**src/rtl/vga_timing_pkg.sv**
```systemverilog
// Shared VGA timing constants and scan output payloads.
package vga_timing_pkg;

    localparam int unsigned VGA_CLK_DIV  = 4;

    localparam int unsigned VGA_H_VIS    = 640;
    localparam int unsigned VGA_H_FP     = 16;
    localparam int unsigned VGA_H_SYNC   = 96;
    localparam int unsigned VGA_H_BP     = 48;
    localparam int unsigned VGA_H_TOTAL  = VGA_H_VIS + VGA_H_FP + VGA_H_SYNC + VGA_H_BP;
    localparam int unsigned VGA_H_SYNC_START = VGA_H_VIS + VGA_H_FP;
    localparam int unsigned VGA_H_SYNC_END   = VGA_H_SYNC_START + VGA_H_SYNC;

    localparam int unsigned VGA_V_VIS    = 480;
    localparam int unsigned VGA_V_FP     = 10;
    localparam int unsigned VGA_V_SYNC   = 2;
    localparam int unsigned VGA_V_BP     = 33;
    localparam int unsigned VGA_V_TOTAL  = VGA_V_VIS + VGA_V_FP + VGA_V_SYNC + VGA_V_BP;
    localparam int unsigned VGA_V_SYNC_START = VGA_V_VIS + VGA_V_FP;
    localparam int unsigned VGA_V_SYNC_END   = VGA_V_SYNC_START + VGA_V_SYNC;

    localparam int unsigned PRE_W  = 4;
    localparam int unsigned HCNT_W = 11;
    localparam int unsigned VCNT_W = 10;
    localparam int unsigned POSX_W = 10;
    localparam int unsigned POSY_W = 9;

    // Registered scan outputs decoded from the counters.
    typedef struct packed {
        logic [POSX_W-1:0] pollx;
        logic [POSY_W-1:0] polly;
        logic              active;
        logic              hsync;
        logic              vsync;
        logic              tick;
        logic              frame;
    } scan_out_t;

    // Sync/active copies delayed one more clk for downstream hit logic.
    typedef struct packed {
        logic hsync;
        logic vsync;
        logic active;
    } scan_dly_t;

    localparam scan_out_t SCAN_OUT_RST = '{
        pollx:  '0,
        polly:  '0,
        active: 1'b0,
        hsync:  1'b1,
        vsync:  1'b1,
        tick:   1'b0,
        frame:  1'b0
    };

    localparam scan_dly_t SCAN_DLY_RST = '{hsync: 1'b1, vsync: 1'b1, active: 1'b0};

    // Half-open window test: lo <= val < hi.
    function automatic logic in_range(input int unsigned val,
                                      input int unsigned lo,
                                      input int unsigned hi);
        return (val >= lo) && (val < hi);
    endfunction

endpackage

```
**src/rtl/scan_counter.sv**
```systemverilog
// Enabled wrap counter used for both the horizontal and vertical scan axes.
module scan_counter
    import vga_timing_pkg::*;
#(
    parameter int unsigned WIDTH = HCNT_W,
    parameter int unsigned WRAP  = VGA_H_TOTAL - 1
) (
    input  logic             clk,
    input  logic             reset,
    input  logic             en,
    output logic [WIDTH-1:0] count_q,
    output logic             wrap_c
);

    logic [WIDTH-1:0] count_d;
    logic             at_wrap;

    // Next count: advance on enable, return to zero at (or past) the wrap value.
    always_comb begin
        at_wrap = (count_q >= WIDTH'(WRAP));
        wrap_c  = en & at_wrap;
        count_d = count_q;
        if (en) begin
            count_d = at_wrap ? '0 : count_q + WIDTH'(1);
        end
    end

    // Count register.
    always_ff @(posedge clk) begin
        if (reset) begin
            count_q <= '0;
        end else begin
            count_q <= count_d;
        end
    end

endmodule

```
**src/rtl/vga_scan_gen.sv**
```systemverilog
// VGA raster scan generator: pixel prescaler, H/V counters, registered position/sync.
module vga_scan_gen
    import vga_timing_pkg::*;
#(
    parameter int unsigned CLK_DIV = VGA_CLK_DIV,
    parameter int unsigned H_VIS   = VGA_H_VIS,
    parameter int unsigned H_FP    = VGA_H_FP,
    parameter int unsigned H_SYNC  = VGA_H_SYNC,
    parameter int unsigned H_BP    = VGA_H_BP,
    parameter int unsigned V_VIS   = VGA_V_VIS,
    parameter int unsigned V_FP    = VGA_V_FP,
    parameter int unsigned V_SYNC  = VGA_V_SYNC,
    parameter int unsigned V_BP    = VGA_V_BP
) (
    input  logic              clk,
    input  logic              reset,
    output logic [POSX_W-1:0] PollX,
    output logic [POSY_W-1:0] PollY,
    output logic              Active,
    output logic              PixelTick,
    output logic              FrameStart,
    output logic              HSyncD,
    output logic              VSyncD,
    output logic              ActiveD
);

    localparam int unsigned H_TOTAL      = H_VIS + H_FP + H_SYNC + H_BP;
    localparam int unsigned V_TOTAL      = V_VIS + V_FP + V_SYNC + V_BP;
    localparam int unsigned H_SYNC_START = H_VIS + H_FP;
    localparam int unsigned H_SYNC_END   = H_SYNC_START + H_SYNC;
    localparam int unsigned V_SYNC_START = V_VIS + V_FP;
    localparam int unsigned V_SYNC_END   = V_SYNC_START + V_SYNC;

    logic [PRE_W-1:0]  pre_q;
    logic [PRE_W-1:0]  pre_d;
    logic              tick_c;
    logic [HCNT_W-1:0] hcount;
    logic [VCNT_W-1:0] vcount;
    logic              h_wrap_c;
    logic              v_wrap_c;
    scan_out_t         out_q;
    scan_out_t         out_d;
    scan_dly_t         dly_q;
    scan_dly_t         dly_d;

    // Pixel prescaler: tick on the last clk of each pixel period.
    always_comb begin
        tick_c = (pre_q >= PRE_W'(CLK_DIV - 1));
        pre_d  = tick_c ? '0 : pre_q + PRE_W'(1);
    end

    // Prescaler register.
    always_ff @(posedge clk) begin
        if (reset) begin
            pre_q <= '0;
        end else begin
            pre_q <= pre_d;
        end
    end

    scan_counter #(
        .WIDTH (HCNT_W),
        .WRAP  (H_TOTAL - 1)
    ) u_hcount (
        .clk     (clk),
        .reset   (reset),
        .en      (tick_c),
        .count_q (hcount),
        .wrap_c  (h_wrap_c)
    );

    // Vertical axis only moves on the tick that ends a line.
    scan_counter #(
        .WIDTH (VCNT_W),
        .WRAP  (V_TOTAL - 1)
    ) u_vcount (
        .clk     (clk),
        .reset   (reset),
        .en      (h_wrap_c),
        .count_q (vcount),
        .wrap_c  (v_wrap_c)
    );

    // Decode the current counter position into the output payload.
    always_comb begin
        out_d        = SCAN_OUT_RST;
        out_d.active = (hcount < HCNT_W'(H_VIS)) && (vcount < VCNT_W'(V_VIS));
        out_d.pollx  = out_d.active ? POSX_W'(hcount) : '0;
        out_d.polly  = out_d.active ? POSY_W'(vcount) : '0;
        out_d.hsync  = !in_range(32'(hcount), H_SYNC_START, H_SYNC_END);
        out_d.vsync  = !in_range(32'(vcount), V_SYNC_START, V_SYNC_END);
        out_d.tick   = tick_c;
        out_d.frame  = v_wrap_c;

        dly_d        = SCAN_DLY_RST;
        dly_d.hsync  = out_q.hsync;
        dly_d.vsync  = out_q.vsync;
        dly_d.active = out_q.active;
    end

    // Output and delayed-sync registers; reset forces idle sync levels immediately.
    always_ff @(posedge clk) begin
        if (reset) begin
            out_q <= SCAN_OUT_RST;
            dly_q <= SCAN_DLY_RST;
        end else begin
            out_q <= out_d;
            dly_q <= dly_d;
        end
    end

    assign PollX      = out_q.pollx;
    assign PollY      = out_q.polly;
    assign Active     = out_q.active;
    assign PixelTick  = out_q.tick;
    assign FrameStart = out_q.frame;
    assign HSyncD     = dly_q.hsync;
    assign VSyncD     = dly_q.vsync;
    assign ActiveD    = dly_q.active;

endmodule

```
**config.mk**
```make
export PLATFORM = sky130hd
export DESIGN_NAME = vga_scan_gen
export DESIGN_NICKNAME = d
export VERILOG_FILES = /design/src/rtl/vga_timing_pkg.sv /design/src/rtl/scan_counter.sv /design/src/rtl/vga_scan_gen.sv
export SDC_FILE = /design/constraint.sdc
export NUM_CORES = 1
export LEC_CHECK = 0
export BUFFER_PORTS_ARGS = -buffer_cell sky130_fd_sc_hd__buf_2
export CORE_UTILIZATION = 40
export DETAILED_ROUTE_END_ITERATION = 8
export GPL_TIMING_DRIVEN = 0
export MAX_ROUTING_LAYER = met4
export PLACE_DENSITY = 0.6
export SYNTH_ARGS = -nofsm -noshare
export SYNTH_HDL_FRONTEND = slang
export SYNTH_SLANG_ARGS = --single-unit
```
**constraint.sdc**
```tcl
create_clock -name clk -period 1.9 [get_ports clk]
set_input_delay 0.19 -clock clk [delete_from_list [all_inputs] [get_ports clk]]
set_output_delay 0.19 -clock clk [all_outputs]
set_load 0.02 [all_outputs]
```
==> impl_metrics.py, run 1 <==
metrics = {
    "final_layout": {
        "drive_gt1_frac": 0.270,
        "num_antenna_cells": 0,
        "nFillCells": 471,
        "layout.core_utilization": 0.512,
        "area_growth_pct": 19.4,
        "design_area_um2": 2480,
        "nNetsFinal": 253,
    },
    "worst_setup_path": {
        "reg2reg_from": "u_vcount.count_q[5]",
        "arrival_ns": 2.06,
        "worst-path-buf-inv": 2,
        "worstSetupPathType": "flop to flop",
        "r2r_end": "u_vcount.count_q[6]",
        "crit_slowest_cell": "or4_4",
        "cp_top_family": "compound AO/OA/AOI/OAI gates",
        "required_ns": 2.13,
        "cp-start-kind": "flop",
        "worstPathMaxFanout": 9,
        "endpoint_kind": "flop",
        "path_cells": "buf_6, or4_4, o31ai_4, buf_4, o21ai_2, o32ai_2",
        "max_stage_delay_ns": 0.53,
        "r2r.worst_path.cells": 6,
        "r2r_slack_ns": 0.07,
    },
    "min_path": {
        "worst_hold_path_type": "input pin to flop",
        "min-delay-start": "reset",
        "hold_depth": 3,
        "holdPathEnd": "dly_d[1]",
    },
    "routing": {
        "routed_wl_um": 4140,
        "wl_met3_um": 205,
        "vias_per_cell": 5.15,
        "dr.max_layer_used": "met4",
        "vias": 1621,
        "dr.pass1.iters": 4,
        "ant_nets": 0,
        "wl_met2_um": 1910,
        "route.detailed.drc": 0,
        "initialDrtViolationCount": 132,
        "wl_per_cell_um": 13.1,
        "wl_met1_um": 1960,
    },
    "clocking": {
        "clk_pin_slew_ns": 0.09,
        "tritoncts": "built",
        "cts_made_buffers": 5,
        "clock-sinks": 52,
        "clk-insertion-delay-late_ns": 0.31,
        "clockBufferDepth": 2,
        "root_buffer": "clkbuf_8",
        "htree_num_levels": 2,
    },
    "timing": {
        "maxSlewViolCount": 0,
        "finClkSkew_ns": 0.00758,
        "finalHoldViolCount": 0,
        "max_freq_mhz": 546,
        "fin_crit_sh": 0.964,
        "tightest_slew_ns": 0.534,
        "slew_headroom": 0.644,
        "tns_ns": 0,
        "period_minus_slack_ns": 1.83,
        "final-setup-viol-count": 0,
        "rsz0062_at_grt": "false",
        "hold_ws_ns": 0.208,
    },
    "power_and_ir_drop": {
        "p_per_area_nw_per_um2": 818,
        "peakVddDrop_uv": 320,
        "power.total_mw": 2.03,
        "leakage_nw": 0.943,
    },
    "yosys": {
        "ys_types": 50,
        "synth-edff-count": 0,
        "avgSynthCellArea_um2": 9.81,
        "synth_warnings": 0,
        "synth-seq-area-share": 0.500,
        "ys_seq_elements": 52,
        "async_reset_ff_frac": 0,
        "syn_inst": 212,
        "ys.flop_type": "dfxtp_1",
        "synth_area_um2": 2080,
    },
    "outcome": {
        "status": "finished, final reports clean",
    },
    "floorplanning": {
        "die_w_um": 74.1,
        "die-area_um2": 5490,
        "coreArea_um2": 4850,
        "rows": 25,
        "ioPinCount": 27,
        "die_height_um": 74.1,
        "start_util": 0.429,
    },
    "placed_design": {
        "portBuffers": 26,
        "hpwlAfterDp_um": 2870,
        "placed_area_um2": 2300,
        "routabilityCongestion": 0.882,
    },
    "global_route": {
        "antenna_found_initial": 0,
        "grt_pass1_wl_um": 6990,
        "grt_usage": 0.178,
        "grt_max_degree": 16,
        "overflow": 0,
        "grt_pass1_vias": 1462,
    },
    "job": {
        "maxCapViolations": 0,
    },
}
[cells by family after synthesis]
| logic type | share of synthesized area |
|---|---|
| multiplexers | 0.00481 |
| adder cells (fa/ha/maj) | 0.0241 |
| flip-flops | 0.500 |
| AO/OA/AOI/OAI | 0.134 |
| AND/OR/NAND/NOR | 0.257 |
| other | 0.00180 |
| XOR/XNOR | 0.0337 |
| buffers and inverters | 0.0445 |
[cells in the final DEF, fill, tap and decap left out, drive strengths merged, types with 2 or more instances in the layout]
cell type	Yosys	routed
a21oi	4	4
a22oi	4	4
and2	21	21
buf	4	34
clkbuf	7	11
conb	1	2
dfxtp	52	52
ha	4	4
inv	9	9
nand2	10	10
nand3	8	8
nand4	6	6
nor2	11	11
nor3	9	9
nor3b	2	2
nor4	2	2
o2111ai	3	3
o211ai	4	4
o21ai	6	6
o22ai	2	2
o311a	2	2
o32ai	4	4
or2	5	5
or3	7	7
or4	5	5
xnor2	4	4
xor2	4	4
[timing repair]
item | CTS | global route
gates resized for setup | 3 | 9
pin swaps | 3 | 1
setup endpoints to repair | 17 | 20
hold buffers | 0 | 0
buffers inserted | 2 | 2
[worst min-delay path, cell delays in order]
cell,delay [ns]
buf_2,0.12
or4_1,0.10
or4_1,0.08
[state kept, by name (all words and copies together), names as in the netlist]
name and cells:
u_hcount.count_q 11, Active 1, pre_q 4, HSyncD 1
VSyncD 1, dly_d 2, FrameStart 1, PollY 9
PollX 10, u_vcount.count_q 10, PixelTick 1, ActiveD 1
[synth_stat cells, drive strengths merged (3+ instances only)]
cell,number,area [um2]
xor2,4,35.0
and2,21,133
o211ai,4,40.0
or3,7,50.1
nand2,10,37.5
or2,5,31.3
a22oi,4,30.0
buf,4,32.5
inv,9,33.8
o32ai,4,42.6
nand3,8,40.0
clkbuf,7,26.3
nor2,11,41.3
ha,4,50.1
nand4,6,37.5
o2111ai,3,26.3
a21oi,4,20.0
or4,5,41.3
xnor2,4,35.0
dfxtp,52,1040
o21ai,6,33.8
nor3,9,50.1
[final cells by class]
cell class	instances	area, um2	area share
sequential	52	1050	0.421
multi-input combinational	141	980	0.394
timing repair buffer	30	160	0.0645
clock buffer	7	96.3	0.0388
tap	67	83.8	0.0338
buffer	8	53.8	0.0217
inverter	9	33.8	0.0136
clock inverter	1	30.0	0.0121
[per-layer routing]
| metal | up-vias | global-route usage |
|---|---|---|
| li1 | 820 | - |
| met1 | 752 | 0.235 |
| met2 | 44 | 0.260 |
| met3 | 5 | 0.0447 |
| met4 | 0 | 0.0684 |
| met5 | - | - |
[worst max-delay path by stage]
stage | to | cells past startpoint | slack, ns | start
3_3_place_gp | u_vcount.count_q[0] | 6 | -0.14 | pre_q[0]
6_report | u_vcount.count_q[6] | 6 | 0.07 | u_vcount.count_q[5]
3_5_place_dp | u_vcount.count_q[0] | 6 | -0.17 | pre_q[0]
5_1_grt | u_vcount.count_q[0] | 6 | 0.001 | pre_q[0]
2_1_floorplan | u_vcount.count_q[0] | 7 | 0.03 | pre_q[0]
4_1_cts | u_vcount.count_q[0] | 6 | 0.001 | pre_q[0]
[through the flow]
stage | setup WS [ns] | instances
2_1_floorplan | 0.0320 | 213
4_1_cts | 0.00144 | 315
5_1_grt | 0.00101 | 315
3_3_place_gp | -0.145 | 306
3_5_place_dp | -0.170 | 306
6_report | 0.0684 | 315
[power by group]
part           total [mW]  leakage, nW  switching, mW  internal [mW]
Sequential           1.12        0.423         0.0134           1.11
Clock               0.814       0.0645          0.349          0.465
Combinational      0.0976        0.455         0.0582         0.0394
No activity file was read; power rests on OpenSTA's default activity.
==> inputs of run 2 (changes only) <==
--- a/config.mk
+++ b/config.mk
@@ -5,7 +5,9 @@
 export SDC_FILE = /design/constraint.sdc
 export NUM_CORES = 1
 export LEC_CHECK = 0
+export ABC_AREA = 1
 export BUFFER_PORTS_ARGS = -buffer_cell sky130_fd_sc_hd__buf_2
+export CORE_ASPECT_RATIO = 0.8
 export CORE_UTILIZATION = 40
 export DETAILED_ROUTE_END_ITERATION = 8
 export GPL_TIMING_DRIVEN = 0
==> impl_metrics.py, run 2 <==
metrics = {
    "clocking": {
        "clock-sinks": 52,
        "hold_buffers": 0,
        "clk-insertion-delay-late_ns": 0.31,
        "clk_pin_slew_ns": 0.09,
        "cts-resized-gates": 0,
        "htree_num_levels": 2,
        "clockBufferDepth": 2,
        "cts_made_buffers": 5,
        "postCtsSetupRepairBufs": 0,
        "root_buffer": "clkbuf_8",
        "tritoncts": "built",
    },
    "final_layout": {
        "drive_gt1_frac": 0.237,
        "layout.core_utilization": 0.492,
        "ff_latch_area_um2": 1040,
        "area_growth_pct": 15.5,
        "nNetsFinal": 304,
        "final_cell_mix": "dfxtp_1 (52), nand2_1 (51), nor2_1 (37)",
        "largest_register_ffs": 11,
        "final_common_cell": "dfxtp_1",
        "top_register": "u_hcount.count_q",
        "num_antenna_cells": 0,
        "multi_input_area_um2": 946,
        "nFillCells": 511,
    },
    "global_route": {
        "grt_pass1_wl_um": 6830,
        "grt_max_degree": 16,
        "grt_usage": 0.163,
        "antenna_found_initial": 0,
        "overflow": 0,
        "grt_pass1_vias": 1409,
    },
    "power_and_ir_drop": {
        "swShare": 0.215,
        "leakage_nw": 1.19,
        "p_comb_frac": 0.043,
        "peakVddDrop_uv": 354,
        "intPower_mw": 1.60,
        "switching_power_mw": 0.438,
        "p_clk_frac": 0.410,
        "p_per_area_nw_per_um2": 808,
        "sequentialPowerShare": 0.547,
    },
    "routing": {
        "vias": 1667,
        "dr.pass1.iters": 6,
        "routed_wl_um": 4150,
        "route.detailed.drc": 6,
        "wl_per_cell_um": 11.5,
        "ant_nets": 0,
        "vias_per_cell": 4.62,
        "initialDrtViolationCount": 102,
    },
    "worst_setup_path": {
        "cp-start-kind": "flop",
        "arrival_ns": 1.67,
        "required_ns": 2.11,
        "worstSetupPathType": "flop to flop",
        "worstPathMaxFanout": 9,
        "endpoint_kind": "flop",
        "r2r_slack_ns": 0.44,
    },
    "yosys": {
        "avgSynthCellArea_um2": 8.26,
        "synth_warnings": 0,
        "ys_types": 30,
        "synth_top_area_frac": 0.477,
        "synth_area_um2": 2180,
        "ys_seq_elements": 52,
        "ys.flop_type": "dfxtp_1",
        "syn_inst": 264,
        "synth_area_leaders": "dfxtp_1 (48%), nand2_1 (8.8%), nor2_1 (6.4%), nand3_1 (6.2%), inv_1 (5.9%)",
        "synth-seq-area-share": 0.477,
        "netlist_top_cells_count": "dfxtp_1 (52), nand2_1 (51), nor2_1 (37)",
        "synth.most_common_cell": "dfxtp_1",
        "synth_top_area_cell": "dfxtp_1",
        "synth-edff-count": 0,
        "async_reset_ff_frac": 0,
    },
    "job": {
        "maxCapViolations": 0,
    },
    "timing": {
        "hold_ws_ns": 0.129,
        "rsz0062_at_grt": "false",
        "period_minus_slack_ns": 1.46,
        "maxSlewViolCount": 0,
        "max_freq_mhz": 684,
        "tns_ns": 0,
        "final-setup-viol-count": 0,
        "fin_crit_sh": 0.769,
        "finClkSkew_ns": 0.00801,
        "finalHoldViolCount": 0,
    },
    "floorplanning": {
        "coreArea_um2": 5120,
        "start_util": 0.426,
        "rows": 23,
        "ioPinCount": 27,
        "die_w_um": 84.6,
        "die_height_um": 68.0,
        "die-area_um2": 5750,
    },
    "placed_design": {
        "hpwlAfterDp_um": 2900,
        "portBuffers": 26,
        "routabilityCongestion": 0.806,
    },
    "outcome": {
        "violations": "design-rule violations",
        "status": "finished with violations",
    },
    "min_path": {
        "worst_hold_path_type": "input pin to flop",
    },
}
## run 2: cell types whose count changed after synthesis, moves of 6 or more
cell | before | now
clkbuf_1 | 7 | 0
nor2_4 | 0 | 11
nand2_1 | 10 | 51
nand3_1 | 8 | 27
nor3_1 | 8 | 2
nor2_1 | 11 | 37
inv_1 | 9 | 34
and2_1 | 20 | 0
## run 2: cells by family (layout without fill, tap and decap cells)
logic type               count (synthesis)  in the layout  synth area share
AO/OA/AOI/OAI                           11             11            0.0338
XOR/XNOR                                 5              5            0.0201
adder cells (fa/ha/maj)                  4              4            0.0229
buffers and inverters                   44             78            0.0906
flip-flops                              52             52             0.477
other                                    1              2           0.00172
AND/OR/NAND/NOR                        147            147             0.353
## run 2: per-stage QoR
stage / setup WS, ns / area, um2 / power, mW / std cells
2_1_floorplan: 0.632 / 2180 / 1.20 / 265
3_3_place_gp: 0.449 / 2390 / 1.23 / 353
3_5_place_dp: 0.466 / 2390 / 1.23 / 353
4_1_cts: 0.432 / 2520 / 2.05 / 361
5_1_grt: 0.279 / 2520 / 2.11 / 361
6_report: 0.438 / 2520 / 2.03 / 361
## run 2: path summary, 6_finish.rpt
kind	start	cells after the start	to
worst max-delay path	pre_q[0]	8	u_hcount.count_q[5]
worst min-delay path	reset	2	ActiveD
worst max register to register	pre_q[0]	8	u_hcount.count_q[5]
worst min register to register	dly_d[1]	1	VSyncD
## run 2: power groups by stage
stage | Clock [mW] | Sequential [mW] | Combinational [mW]
final | 0.834 | 1.11 | 0.0880
after global routing | 0.900 | 1.11 | 0.0978
after CTS | 0.845 | 1.11 | 0.0891
after detailed placement | 0 | 1.14 | 0.0889
after global placement | 0 | 1.14 | 0.0880
after floorplan | 0 | 1.15 | 0.0561
## run 2: layout make-up
| cell class | instances | area share |
|---|---|---|
| buffer | 4 | 0.0179 |
| clock buffer | 7 | 0.0383 |
| clock inverter | 1 | 0.0119 |
| inverter | 40 | 0.0606 |
| multi-input combinational | 169 | 0.376 |
| sequential | 52 | 0.413 |
| tap | 62 | 0.0308 |
| timing repair buffer | 26 | 0.0517 |
## run 2: routing by layer
layer | track usage | routed length [um]
met5 | - | 0
met4 | 0.0636 | 76
met3 | 0.0543 | 191
met2 | 0.217 | 1690
met1 | 0.226 | 2200
## run 2: worst max-delay path: stages, from the launching register on
cell	delay, ns
dfxtp_1	0.35
ha_1	0.14
inv_1	0.04
nand2_2	0.18
inv_1	0.08
nor2_1	0.21
nand3_1	0.15
xor2_1	0.16
nor2_1	0.05
==> inputs of run 3 (changes only) <==
--- a/config.mk
+++ b/config.mk
@@ -5,14 +5,14 @@
 export SDC_FILE = /design/constraint.sdc
 export NUM_CORES = 1
 export LEC_CHECK = 0
-export ABC_AREA = 1
+export ABC_AREA = 0
 export BUFFER_PORTS_ARGS = -buffer_cell sky130_fd_sc_hd__buf_2
 export CORE_ASPECT_RATIO = 0.8
 export CORE_UTILIZATION = 40
 export DETAILED_ROUTE_END_ITERATION = 8
 export GPL_TIMING_DRIVEN = 0
 export MAX_ROUTING_LAYER = met4
-export PLACE_DENSITY = 0.6
+export PLACE_DENSITY = 0.58
 export SYNTH_ARGS = -nofsm -noshare
 export SYNTH_HDL_FRONTEND = slang
 export SYNTH_SLANG_ARGS = --single-unit
==> constraint.sdc (replaced) <==
create_clock -name clk -period 1.5 [get_ports clk]
set_input_delay 0.15 -clock clk [delete_from_list [all_inputs] [get_ports clk]]
set_output_delay 0.15 -clock clk [all_outputs]
set_load 0.02 [all_outputs]
==> impl_metrics.py, run 3 (synthesis gave the netlist of run 1 again) <==
metrics = {
    "global_route": {
        "grt_pass1_vias": 1457,
        "antenna_found_initial": 0,
        "grt_usage": 0.188,
        "grt_max_degree": 17,
        "overflow": 0,
        "grt_pass1_wl_um": 7330,
    },
    "timing": {
        "maxSlewViolCount": 0,
        "rsz0062_at_grt": "true",
        "slew_headroom": 0.580,
        "finClkSkew_ns": 0.00589,
        "final-setup-viol-count": 23,
        "final.setup.worst_slack_ns": -0.261,
        "period_minus_slack_ns": 1.76,
        "fin_crit_sh": 1.17,
        "finalHoldViolCount": 0,
        "max_freq_mhz": 568,
        "tightest_slew_ns": 0.629,
    },
    "clocking": {
        "cts_made_buffers": 5,
        "hold_buffers": 0,
        "clk-insertion-delay-late_ns": 0.31,
        "htree_num_levels": 2,
        "clockBufferDepth": 2,
        "clock-sinks": 52,
        "root_buffer": "clkbuf_8",
        "clk_pin_slew_ns": 0.09,
        "tritoncts": "built",
    },
    "min_path": {
        "hold_depth": 3,
        "worst_hold_path_type": "input pin to flop",
        "min-delay-start": "reset",
        "holdPathEnd": "dly_d[1]",
    },
    "routing": {
        "route.detailed.drc": 0,
        "ant_nets": 0,
        "vias_per_cell": 5.23,
        "wl_per_cell_um": 14.2,
        "vias": 1680,
        "routed_wl_um": 4570,
        "dr.pass1.iters": 4,
        "initialDrtViolationCount": 80,
    },
    "final_layout": {
        "nNetsFinal": 264,
        "num_antenna_cells": 0,
        "largest_register_ffs": 11,
        "ff_latch_area_um2": 1070,
        "nFillCells": 464,
        "top_register": "u_hcount.count_q",
        "area_growth_pct": 29.5,
        "layout.core_utilization": 0.538,
        "drive_gt1_frac": 0.421,
        "final_cell_mix": "dfxtp_1 (37), buf_2 (26), and2_1 (20)",
        "design_area_um2": 2700,
        "final_common_cell": "dfxtp_1",
        "multi_input_area_um2": 1110,
    },
    "floorplanning": {
        "die-area_um2": 5500,
        "start_util": 0.416,
        "coreArea_um2": 5010,
        "die_w_um": 82.6,
        "ioPinCount": 27,
        "rows": 23,
        "die_height_um": 66.5,
    },
    "placed_design": {
        "placed_area_um2": 2320,
        "place_ws_ns": -0.484,
        "hpwlAfterDp_um": 2920,
        "routabilityCongestion": 0.877,
        "portBuffers": 26,
    },
    "worst_setup_path": {
        "cp-start-kind": "flop",
        "r2r.worst_path.cells": 5,
        "r2r_slack_ns": -0.26,
        "arrival_ns": 2.00,
        "reg2reg_from": "u_hcount.count_q[5]",
        "worstSetupPathType": "flop to flop",
        "required_ns": 1.74,
        "worstPathMaxFanout": 4,
        "r2r_end": "u_hcount.count_q[0]",
        "endpoint_kind": "flop",
    },
    "outcome": {
        "violations": "negative setup slack",
        "status": "finished with violations",
    },
    "job": {
        "maxCapViolations": 0,
    },
    "power_and_ir_drop": {
        "leakage_nw": 0.991,
        "peakVddDrop_uv": 378,
        "power.total_mw": 2.36,
        "p_per_area_nw_per_um2": 875,
    },
}
## run 3: report_power, final
group / switching (mW) / internal (mW) / leakage, nW
Combinational: 0.0859 / 0.0662 / 0.513
Sequential: 0.0197 / 1.40 / 0.430
Clock: 0.462 / 0.326 / 0.0479
Total: 0.567 / 1.79 / 0.991
## run 3: worst max path at each step
| stage | slack (ns) | to | startpoint | depth (start not counted) |
|---|---|---|---|---|
| final | -0.26 | u_hcount.count_q[0] | u_hcount.count_q[5] | 5 |
| after global routing | -0.33 | u_hcount.count_q[0] | u_hcount.count_q[5] | 5 |
| after CTS | -0.28 | u_vcount.count_q[0] | pre_q[0] | 6 |
| after detailed placement | -0.48 | u_vcount.count_q[0] | pre_q[1] | 6 |
| after global placement | -0.47 | u_vcount.count_q[0] | pre_q[0] | 6 |
| after floorplan | -0.23 | u_vcount.count_q[0] | pre_q[0] | 7 |
## run 3: routing by layer
metal / track usage / wire [um] / vias to the layer above
met5: - / 0 / -
met4: 0.0776 / 70 / 0
met3: 0.0411 / 210 / 5
met2: 0.254 / 1960 / 39
met1: 0.268 / 2330 / 791
li1: - / - / 845
## run 3: through the flow
step                      hold slack [ns]  setup TNS, ns  std cells
after floorplan                     0.326          -3.39        213
after global placement              0.394          -7.87        301
after detailed placement            0.394          -7.93        301
after CTS                           0.188          -4.19        315
after global routing                0.199          -5.34        321
final                               0.197          -3.88        321
## run 3: repair_timing
action                                  in CTS  in global routing
cloned                                       1                  0
setup buffers                                9                  7
pin swaps                                    5                 13
endpoints found under the setup margin      23                 42
gates resized for setup                     30                 30
## run 3: critical path, cell delays in order, from the launching register on
cell and delay (ns):
dfxtp_4 0.36, o311a_4 0.38, or2_0 0.20, buf_4 0.15, or4_4 0.48, a21oi_2 0.12
## run 3: area by class of cell
class	instances	area share
well taps	62	0.0288
plain buffers	6	0.0135
repair buffers	43	0.104
multi-input cells	141	0.411
inverters	9	0.0125
flip-flops and latches	52	0.398
clock buffers	5	0.0255
clock inverters	3	0.00696
